`config.mk`:
```
export PLATFORM = sky130hd
export DESIGN_NAME = adc_spi_responder_flat
export DESIGN_NICKNAME = d
export VERILOG_FILES = /design/src/rtl/adc_spi_pkg.sv /design/src/rtl/adc_spi_responder_if.sv /design/src/rtl/spi_sig_sync.sv /design/src/rtl/adc_spi_responder.sv /design/src/flat_wrapper.sv
export SDC_FILE = /design/constraint.sdc
export NUM_CORES = 1
export LEC_CHECK = 0
export CAP_MARGIN = 20
export CORE_MARGIN = 4
export CORE_UTILIZATION = 53
export CTS_BUF_LIST = sky130_fd_sc_hd__clkbuf_8
export CTS_CLUSTER_DIAMETER = 30
export DETAILED_ROUTE_END_ITERATION = 8
export PLACE_DENSITY = 0.78
export SYNTH_ARGS = -nofsm -noshare
export SYNTH_HDL_FRONTEND = slang
export SYNTH_SLANG_ARGS = --single-unit
```
`constraint.sdc`:
```
create_clock -name clk -period 2.12 [get_ports clk]
set_input_delay 0.424 -clock clk [delete_from_list [all_inputs] [get_ports clk]]
set_output_delay 0.424 -clock clk [all_outputs]
set_load 0.05 [all_outputs]
```
`src/rtl/adc_spi_pkg.sv`:
```
// Shared types and constants for the ADC SPI responder: FSM states and command bit layout.
package adc_spi_pkg;

  localparam int unsigned DEFAULT_DATA_W = 12;
  localparam int unsigned CMD_BITS       = 3;
  localparam int unsigned CMD_SGL        = 0;
  localparam int unsigned CMD_ODD        = 1;
  localparam int unsigned CMD_MSBF       = 2;

  typedef enum logic [2:0] {
    IDLE,
    WAIT_START,
    CMD,
    NULL,
    DATA_MSB,
    DATA_LSB,
    DONE
  } state_e;

endpackage

```
`src/rtl/adc_spi_responder_if.sv`:
```
// SPI pins, channel stand-in values and frame status of the ADC responder.
interface adc_spi_responder_if #(
  parameter int unsigned DATA_W = adc_spi_pkg::DEFAULT_DATA_W
);
  logic              cs_n;
  logic              sclk;
  logic              mosi;
  logic [DATA_W-1:0] ch0_data;
  logic [DATA_W-1:0] ch1_data;
  logic              miso;
  logic              miso_oe;
  logic              busy;
  logic              cfg_sgl;
  logic              cfg_odd;
  logic              cfg_msbf;
  logic              frame_done;
  logic              frame_abort;

  modport master (
    output cs_n, sclk, mosi, ch0_data, ch1_data,
    input  miso, miso_oe, busy, cfg_sgl, cfg_odd, cfg_msbf, frame_done, frame_abort
  );

  modport slave (
    input  cs_n, sclk, mosi, ch0_data, ch1_data,
    output miso, miso_oe, busy, cfg_sgl, cfg_odd, cfg_msbf, frame_done, frame_abort
  );
endinterface

```
`src/rtl/spi_sig_sync.sv`:
```
// Multi-flop synchronizer for one SPI pin with rise/fall pulses from the last stage.
module spi_sig_sync #(
  parameter int unsigned STAGES  = 2,
  parameter logic        RST_VAL = 1'b0
) (
  input  logic clk,
  input  logic rst,
  input  logic d_i,
  output logic q_o,
  output logic rise_c_o,
  output logic fall_c_o
);
  logic [STAGES-1:0] sync_q;
  logic              dly_q;

  always_ff @(posedge clk or posedge rst) begin
    if (rst) begin
      sync_q <= {STAGES{RST_VAL}};
      dly_q  <= RST_VAL;
    end else begin
      sync_q <= {sync_q[STAGES-2:0], d_i};
      dly_q  <= sync_q[STAGES-1];
    end
  end

  assign q_o      = sync_q[STAGES-1];
  assign rise_c_o =  sync_q[STAGES-1] & ~dly_q;
  assign fall_c_o = ~sync_q[STAGES-1] &  dly_q;
endmodule

```
`src/rtl/adc_spi_responder.sv`:
```
// SPI-slave twin of the 12-bit 2-channel ADC: decodes start/SGL/ODD/MSBF and
// shifts out a null bit plus the selected conversion, optionally with an LSB-first tail.
module adc_spi_responder
  import adc_spi_pkg::*;
#(
  parameter int unsigned DATA_W      = DEFAULT_DATA_W,
  parameter int unsigned SYNC_STAGES = 2
) (
  input logic               clk,
  input logic               rst,
  adc_spi_responder_if.slave bus
);
  localparam int unsigned CNT_W = $clog2(DATA_W);

  logic cs_lvl, cs_rise, cs_fall;
  logic sclk_lvl, sclk_rise, sclk_fall;
  logic mosi_lvl, mosi_rise, mosi_fall;
  logic unused_sync;

  spi_sig_sync #(.STAGES(SYNC_STAGES), .RST_VAL(1'b1)) u_sync_cs (
    .clk(clk), .rst(rst), .d_i(bus.cs_n),
    .q_o(cs_lvl), .rise_c_o(cs_rise), .fall_c_o(cs_fall));
  spi_sig_sync #(.STAGES(SYNC_STAGES), .RST_VAL(1'b0)) u_sync_sclk (
    .clk(clk), .rst(rst), .d_i(bus.sclk),
    .q_o(sclk_lvl), .rise_c_o(sclk_rise), .fall_c_o(sclk_fall));
  spi_sig_sync #(.STAGES(SYNC_STAGES), .RST_VAL(1'b0)) u_sync_mosi (
    .clk(clk), .rst(rst), .d_i(bus.mosi),
    .q_o(mosi_lvl), .rise_c_o(mosi_rise), .fall_c_o(mosi_fall));

  assign unused_sync = ^{cs_lvl, sclk_lvl, mosi_rise, mosi_fall};

  state_e              state_q, state_d;
  logic [CNT_W-1:0]    cnt_q, cnt_d;
  logic [DATA_W-1:0]   sample_q, sample_d;
  logic [CMD_BITS-1:0] cfg_q, cfg_d;
  logic                miso_q, miso_d;
  logic                miso_oe_q, miso_oe_d;
  logic                busy_q, busy_d;
  logic                done_q, done_d;
  logic                abort_q, abort_d;

  // Differences carry one extra bit so a negative result is detected, not wrapped.
  logic [DATA_W:0]   diff01_c, diff10_c;
  logic [DATA_W-1:0] conv_c;

  assign diff01_c = {1'b0, bus.ch0_data} - {1'b0, bus.ch1_data};
  assign diff10_c = {1'b0, bus.ch1_data} - {1'b0, bus.ch0_data};

  always_comb begin
    conv_c = bus.ch0_data;
    case ({cfg_q[CMD_SGL], cfg_q[CMD_ODD]})
      2'b10:   conv_c = bus.ch0_data;
      2'b11:   conv_c = bus.ch1_data;
      2'b00:   conv_c = diff01_c[DATA_W] ? '0 : diff01_c[DATA_W-1:0];
      default: conv_c = diff10_c[DATA_W] ? '0 : diff10_c[DATA_W-1:0];
    endcase
  end

  always_ff @(posedge clk or posedge rst) begin
    if (rst) begin
      state_q   <= IDLE;
      cnt_q     <= '0;
      sample_q  <= '0;
      cfg_q     <= '0;
      miso_q    <= 1'b0;
      miso_oe_q <= 1'b0;
      busy_q    <= 1'b0;
      done_q    <= 1'b0;
      abort_q   <= 1'b0;
    end else begin
      state_q   <= state_d;
      cnt_q     <= cnt_d;
      sample_q  <= sample_d;
      cfg_q     <= cfg_d;
      miso_q    <= miso_d;
      miso_oe_q <= miso_oe_d;
      busy_q    <= busy_d;
      done_q    <= done_d;
      abort_q   <= abort_d;
    end
  end

  // CS rise overrides any coincident sclk edge and ends the frame from every state.
  always_comb begin
    state_d   = state_q;
    cnt_d     = cnt_q;
    sample_d  = sample_q;
    cfg_d     = cfg_q;
    miso_d    = miso_q;
    miso_oe_d = miso_oe_q;
    busy_d    = busy_q;
    done_d    = 1'b0;
    abort_d   = 1'b0;

    if (cs_rise) begin
      state_d   = IDLE;
      miso_d    = 1'b0;
      miso_oe_d = 1'b0;
      busy_d    = 1'b0;
      abort_d   = state_q inside {CMD, NULL, DATA_MSB, DATA_LSB};
    end else begin
      case (state_q)
        IDLE: begin
          miso_oe_d = 1'b0;
          busy_d    = 1'b0;
          if (cs_fall) state_d = WAIT_START;
        end
        WAIT_START: begin
          if (sclk_rise && mosi_lvl) begin
            state_d = CMD;
            busy_d  = 1'b1;
            cnt_d   = '0;
          end
        end
        CMD: begin
          if (sclk_rise) begin
            cfg_d[cnt_q[1:0]] = mosi_lvl;
            if (cnt_q == CNT_W'(CMD_MSBF)) begin
              sample_d = conv_c;
              state_d  = NULL;
            end else begin
              cnt_d = cnt_q + CNT_W'(1);
            end
          end
        end
        NULL: begin
          if (sclk_fall) begin
            miso_d    = 1'b0;
            miso_oe_d = 1'b1;
            cnt_d     = CNT_W'(DATA_W - 1);
            state_d   = DATA_MSB;
          end
        end
        DATA_MSB: begin
          if (sclk_fall) begin
            miso_d = sample_q[cnt_q];
            if (cnt_q == '0) begin
              if (cfg_q[CMD_MSBF]) begin
                state_d = DONE;
                done_d  = 1'b1;
              end else begin
                state_d = DATA_LSB;
                cnt_d   = CNT_W'(1);
              end
            end else begin
              cnt_d = cnt_q - CNT_W'(1);
            end
          end
        end
        DATA_LSB: begin
          if (sclk_fall) begin
            miso_d = sample_q[cnt_q];
            if (cnt_q == CNT_W'(DATA_W - 1)) begin
              state_d = DONE;
              done_d  = 1'b1;
            end else begin
              cnt_d = cnt_q + CNT_W'(1);
            end
          end
        end
        DONE: begin
          if (sclk_fall) miso_d = 1'b0;
        end
        default: state_d = IDLE;
      endcase
    end
  end

  assign bus.miso        = miso_q;
  assign bus.miso_oe     = miso_oe_q;
  assign bus.busy        = busy_q;
  assign bus.cfg_sgl     = cfg_q[CMD_SGL];
  assign bus.cfg_odd     = cfg_q[CMD_ODD];
  assign bus.cfg_msbf    = cfg_q[CMD_MSBF];
  assign bus.frame_done  = done_q;
  assign bus.frame_abort = abort_q;
endmodule
```
`src/flat_wrapper.sv`:
```
// flat-port wrapper written by rule: the top's interface ports become plain ports
module adc_spi_responder_flat import adc_spi_pkg::*;
#(
  parameter int unsigned DATA_W      = DEFAULT_DATA_W,
  parameter int unsigned SYNC_STAGES = 2
)
  (clk, rst, bus_cs_n, bus_sclk, bus_mosi, bus_ch0_data, bus_ch1_data, bus_miso, bus_miso_oe, bus_busy, bus_cfg_sgl, bus_cfg_odd, bus_cfg_msbf, bus_frame_done, bus_frame_abort);
  adc_spi_responder_if #(.DATA_W(DATA_W)) bus_i ();
  input logic clk;
  input logic rst;
  input wire logic [$bits(bus_i.cs_n)-1:0] bus_cs_n;
  input wire logic [$bits(bus_i.sclk)-1:0] bus_sclk;
  input wire logic [$bits(bus_i.mosi)-1:0] bus_mosi;
  input wire logic [$bits(bus_i.ch0_data)-1:0] bus_ch0_data;
  input wire logic [$bits(bus_i.ch1_data)-1:0] bus_ch1_data;
  output wire logic [$bits(bus_i.miso)-1:0] bus_miso;
  output wire logic [$bits(bus_i.miso_oe)-1:0] bus_miso_oe;
  output wire logic [$bits(bus_i.busy)-1:0] bus_busy;
  output wire logic [$bits(bus_i.cfg_sgl)-1:0] bus_cfg_sgl;
  output wire logic [$bits(bus_i.cfg_odd)-1:0] bus_cfg_odd;
  output wire logic [$bits(bus_i.cfg_msbf)-1:0] bus_cfg_msbf;
  output wire logic [$bits(bus_i.frame_done)-1:0] bus_frame_done;
  output wire logic [$bits(bus_i.frame_abort)-1:0] bus_frame_abort;
  assign bus_i.cs_n = bus_cs_n;
  assign bus_i.sclk = bus_sclk;
  assign bus_i.mosi = bus_mosi;
  assign bus_i.ch0_data = bus_ch0_data;
  assign bus_i.ch1_data = bus_ch1_data;
  assign bus_miso = bus_i.miso;
  assign bus_miso_oe = bus_i.miso_oe;
  assign bus_busy = bus_i.busy;
  assign bus_cfg_sgl = bus_i.cfg_sgl;
  assign bus_cfg_odd = bus_i.cfg_odd;
  assign bus_cfg_msbf = bus_i.cfg_msbf;
  assign bus_frame_done = bus_i.frame_done;
  assign bus_frame_abort = bus_i.frame_abort;
  adc_spi_responder #(.DATA_W(DATA_W), .SYNC_STAGES(SYNC_STAGES)) u_core (.clk(clk), .rst(rst), .bus(bus_i));
endmodule
```
==> results by group <==
Min path
  • Hold wc startpoint: u_core.u_sync_mosi.sync_q[0]
  • Hold WC Path Type: reg2reg

Global route
  • Largest net degree at the start of global routing: 36
  • Vias in the first global route: 3578
  • Initial antenna violation count: 0
  • Total track usage: 0.269
  • Grt ovf: 0
  • First-pass GRT wire length: ~16 mm

Logic synthesis
  • Mux contribution to synthesized area: 0.0366
  • Yosys top cell by area: dfrtp_1
  • Syn nets: between 400 and 500
  • Syn Inst Count: roughly 420
  • Avg Inst Size Synth: between 7 and 8 µm²
  • Asr flop ratio synth: 1.00
  • Most common cell in the netlist: nand2_1
  • Post-synthesis simple-gate area fraction: 0.208
  • Ys flop type: dfrtp_1
  • Cell Area, Synth: around 3300 µm²
  • Xor and xnor area share after synthesis: 0.0317
  • Ys Warns: 0
  • Register bit total from synthesis: 35
  • Synth cell types: 60
  • Synth Area in Compound Gates: 0.259
  • Commonest cells post-synth: nand2_1, o21ai_0, nor2_1
  • Synth area leaders: dfrtp_1, ha_1, o21ai_0, nand2_1, nor2_1
  • Largest family of logic cells by synthesized area: compound AO/OA/AOI/OAI gates
  • Post-synthesis sequential area ratio: 0.265
  • Yosys top cell area share: 0.242
  • Synthesized-area fraction occupied by adder cells: 0.118
  • EDFF count, synth: 0

Detailed routing
  • Vias per cell: 5.93
  • Drt total wl: around 10 mm
  • Routed vias: 3555
  • Initial DRC Count: 320
  • Routed met2 length: 4.85 mm
  • WL/cell: around 17 µm
  • DRT Pass-1 Iters: 5
  • DRC errors left: 0
  • Top layer in use: met4
  • Antenna Nets Post-Route: 0
  • Routed met1 length: approximately 4.2 mm
  • Metal3 WL: 645 µm

Run
  • Max-cap viol count: 0

Timing
  • Achievable Freq: between 400 and 500 MHz
  • Final hold violation count: 0
  • Unrepaired setup endpoints after global routing: yes
  • Slew Limit Fails: 0
  • Slew @ Worst Pin: roughly 0.58 ns
  • Final min period: between 2 and 2.5 ns
  • Clock Skews: 0.00649 ns
  • Final worst slack: -0.130 ns
  • Setup violations, final: 11
  • Period utilisation layout: 1.06
  • Slew HR: 0.606

Final layout
  • Register Area: slightly below 900 µm²
  • Area growth, synth to finish: 43.1%
  • Layout fillers: between 300 and 400
  • Final Cell Area: approximately 4700 µm²
  • Nets@finish: a little under 600
  • N_diodes: 0
  • Share of layout cells above drive strength 1: 0.328
  • Area of the multi-input gates: around 2500 µm²

Setup path
  • Critical path startpoint: bus_ch1_data[0]
  • Startpoint Class: input pin
  • CP Class: in2reg
  • R2r startpoint: u_core.cnt_q[0]
  • Delay-heaviest family, CP: compound AO/OA/AOI/OAI gates
  • Reg2reg setup slack: 0.03 ns
  • CP max stage delay: about 0.38 ns
  • Most used cell, CP: buf_6
  • CP endpoint kind: flip-flop
  • Worst-path cell chain: buf_6, buf_6, inv_12, ha_4, inv_2, fa_2, nand3_4, a21oi_4, or3_4, a31o_4, buf_4, a31oi_4, a21oi_1
  • Max FO, Critical Path: 6
  • Worst Path Buf+Inv: 5
  • Max stage delay cell, worst path: or3_4
  • Critical Path RT: about 2.3 ns
  • Data arrival, critical path: about 2.4 ns

CTS
  • Worst-Skew Late Latency: approximately 0.29 ns
  • # hold bufs at CTS: 0
  • CTS tree: yes
  • Clk root buf: clkbuf_8
  • Clk slew on worst S/H paths: approximately 0.08 ns
  • Sink Count: 35
  • Max clock buf depth: 2
  • Num CTS Buffers: 5
  • Number of H-tree levels: 2

Placement
  • Dpl hpwl: between 7 and 8 mm
  • Buffers added on ports: 36
  • Routability cong.: about 0.97
  • Placed cell areas: between 4000 and 5000 µm²
  • Dpl ws: -0.978 ns

Floorplan
  • Die Y: just under 90 µm
  • Core Area: around 6000 µm²
  • Row count: 28
  • I/O Pins: 37
  • Die Width: between 80 and 90 µm
  • Full die area: 7580 µm²
  • Initial Util: 0.553

Power
  • Maximum VDD drop: between 900 and 1000 µV
  • P per Cell Area: roughly 830 nW/µm²
  • Static leakage: 2.08 nW

Outcome
  • Status: complete, but fails checks
  • Violated checks: setup timing
==> worst paths after layout <==
kind	depth (start not counted)	to
setup / recovery	13	u_core.sample_q[10]
hold / removal	0	u_core.u_sync_mosi.sync_q[1]
setup reg to reg	8	u_core.sample_q[10]
hold reg to reg	0	u_core.u_sync_mosi.sync_q[1]
max in group asynchronous	3	u_core.u_sync_cs.dly_q
min in group asynchronous	3	u_core.bus.miso_oe
==> power by group <==
group / total, mW / switching [mW] / leakage [nW] / internal (mW)
combinational: 2.34 / 1.30 / 1.62 / 1.04
sequential: 0.971 / 0.123 / 0.406 / 0.848
clock: 0.604 / 0.254 / 0.0581 / 0.350
total: 3.91 / 1.67 / 2.08 / 2.24
==> logic make-up after synthesis <==
group                      Yosys count
AOI/OAI and AO/OA                  131
xor gates and xnor gates            12
adders and majority gates           30
buffers and inverters               57
DFF                                 35
muxes                                8
and+or+nand+nor                    144
==> placed cells by master, fill, tap and decap left out, types with 4 or more instances in the layout <==
cell and instances:
a22oi_2 4, xnor2_1 4, nand2_1 50, dlygate4sd2_1 12, buf_6 7, or3_1 5, nor2_1 39, nor2b_1 8
nand2b_1 7, inv_1 24, dfrtp_1 32, clkbuf_8 5, a21oi_1 15, a21boi_0 4, o21a_1 6, a21o_1 7
a21oi_2 5, nand3_1 5, ha_1 16, ha_4 10, nor3_1 6, xor2_1 7, o21ai_0 36, clkdlybuf4s50_1 18
a31oi_1 12, inv_2 7, buf_4 84
==> flip-flops by register name (all words and copies together) (netlist names) <==
register and count:
u_core.bus.miso_oe 1, u_core.u_sync_cs.sync_q 2, u_core.bus.frame_done 1, u_core.u_sync_cs.dly_q 1
u_core.sample_q 12, u_core.cfg_q 3, u_core.bus.frame_abort 1, u_core.state_q 3
u_core.bus.miso 1, u_core.u_sync_mosi.sync_q 2, u_core.bus.busy 1, u_core.u_sync_sclk.dly_q 1
u_core.u_sync_sclk.sync_q 2, u_core.cnt_q 4
==> metrics by stage <==
| step | utilization | hold WS [ns] | power (mW) | cells | setup TNS, ns |
|---|---|---|---|---|---|
| after floorplan | - | 0.331 | 2.37 | 417 | -0.313 |
| after global placement | 0.718 | 0.332 | 3.04 | 586 | -9.27 |
| after detailed placement | 0.718 | 0.336 | 3.10 | 586 | -10.73 |
| after CTS | 0.761 | 0.348 | 3.78 | 597 | -1.86 |
| after global routing | 0.792 | 0.370 | 4.17 | 600 | -1.41 |
| final | 0.792 | 0.352 | 3.91 | 600 | -0.855 |
==> area by class of cell <==
class	instances	area share
multi-input cells	325	0.524
repair buffers	125	0.219
flip-flops and latches	35	0.185
inverters	32	0.0280
well taps	75	0.0198
clock buffers	5	0.0145
clock inverters	3	0.00923
==> routing by layer <==
layer,vias up,track usage
met4,0,0.0878
li1,1687,-
met1,1663,0.362
met3,26,0.0378
met2,179,0.443
met5,-,0
==> repair_timing <==
action / 4_1_cts / 5_1_grt
pin swaps: 17 / 16
resized for setup: 52 / 32
endpoints found under the setup margin: 12 / 13
gates cloned: 0 / 0
buffers inserted: 3 / 3
Power figures use the tool's default switching activity.
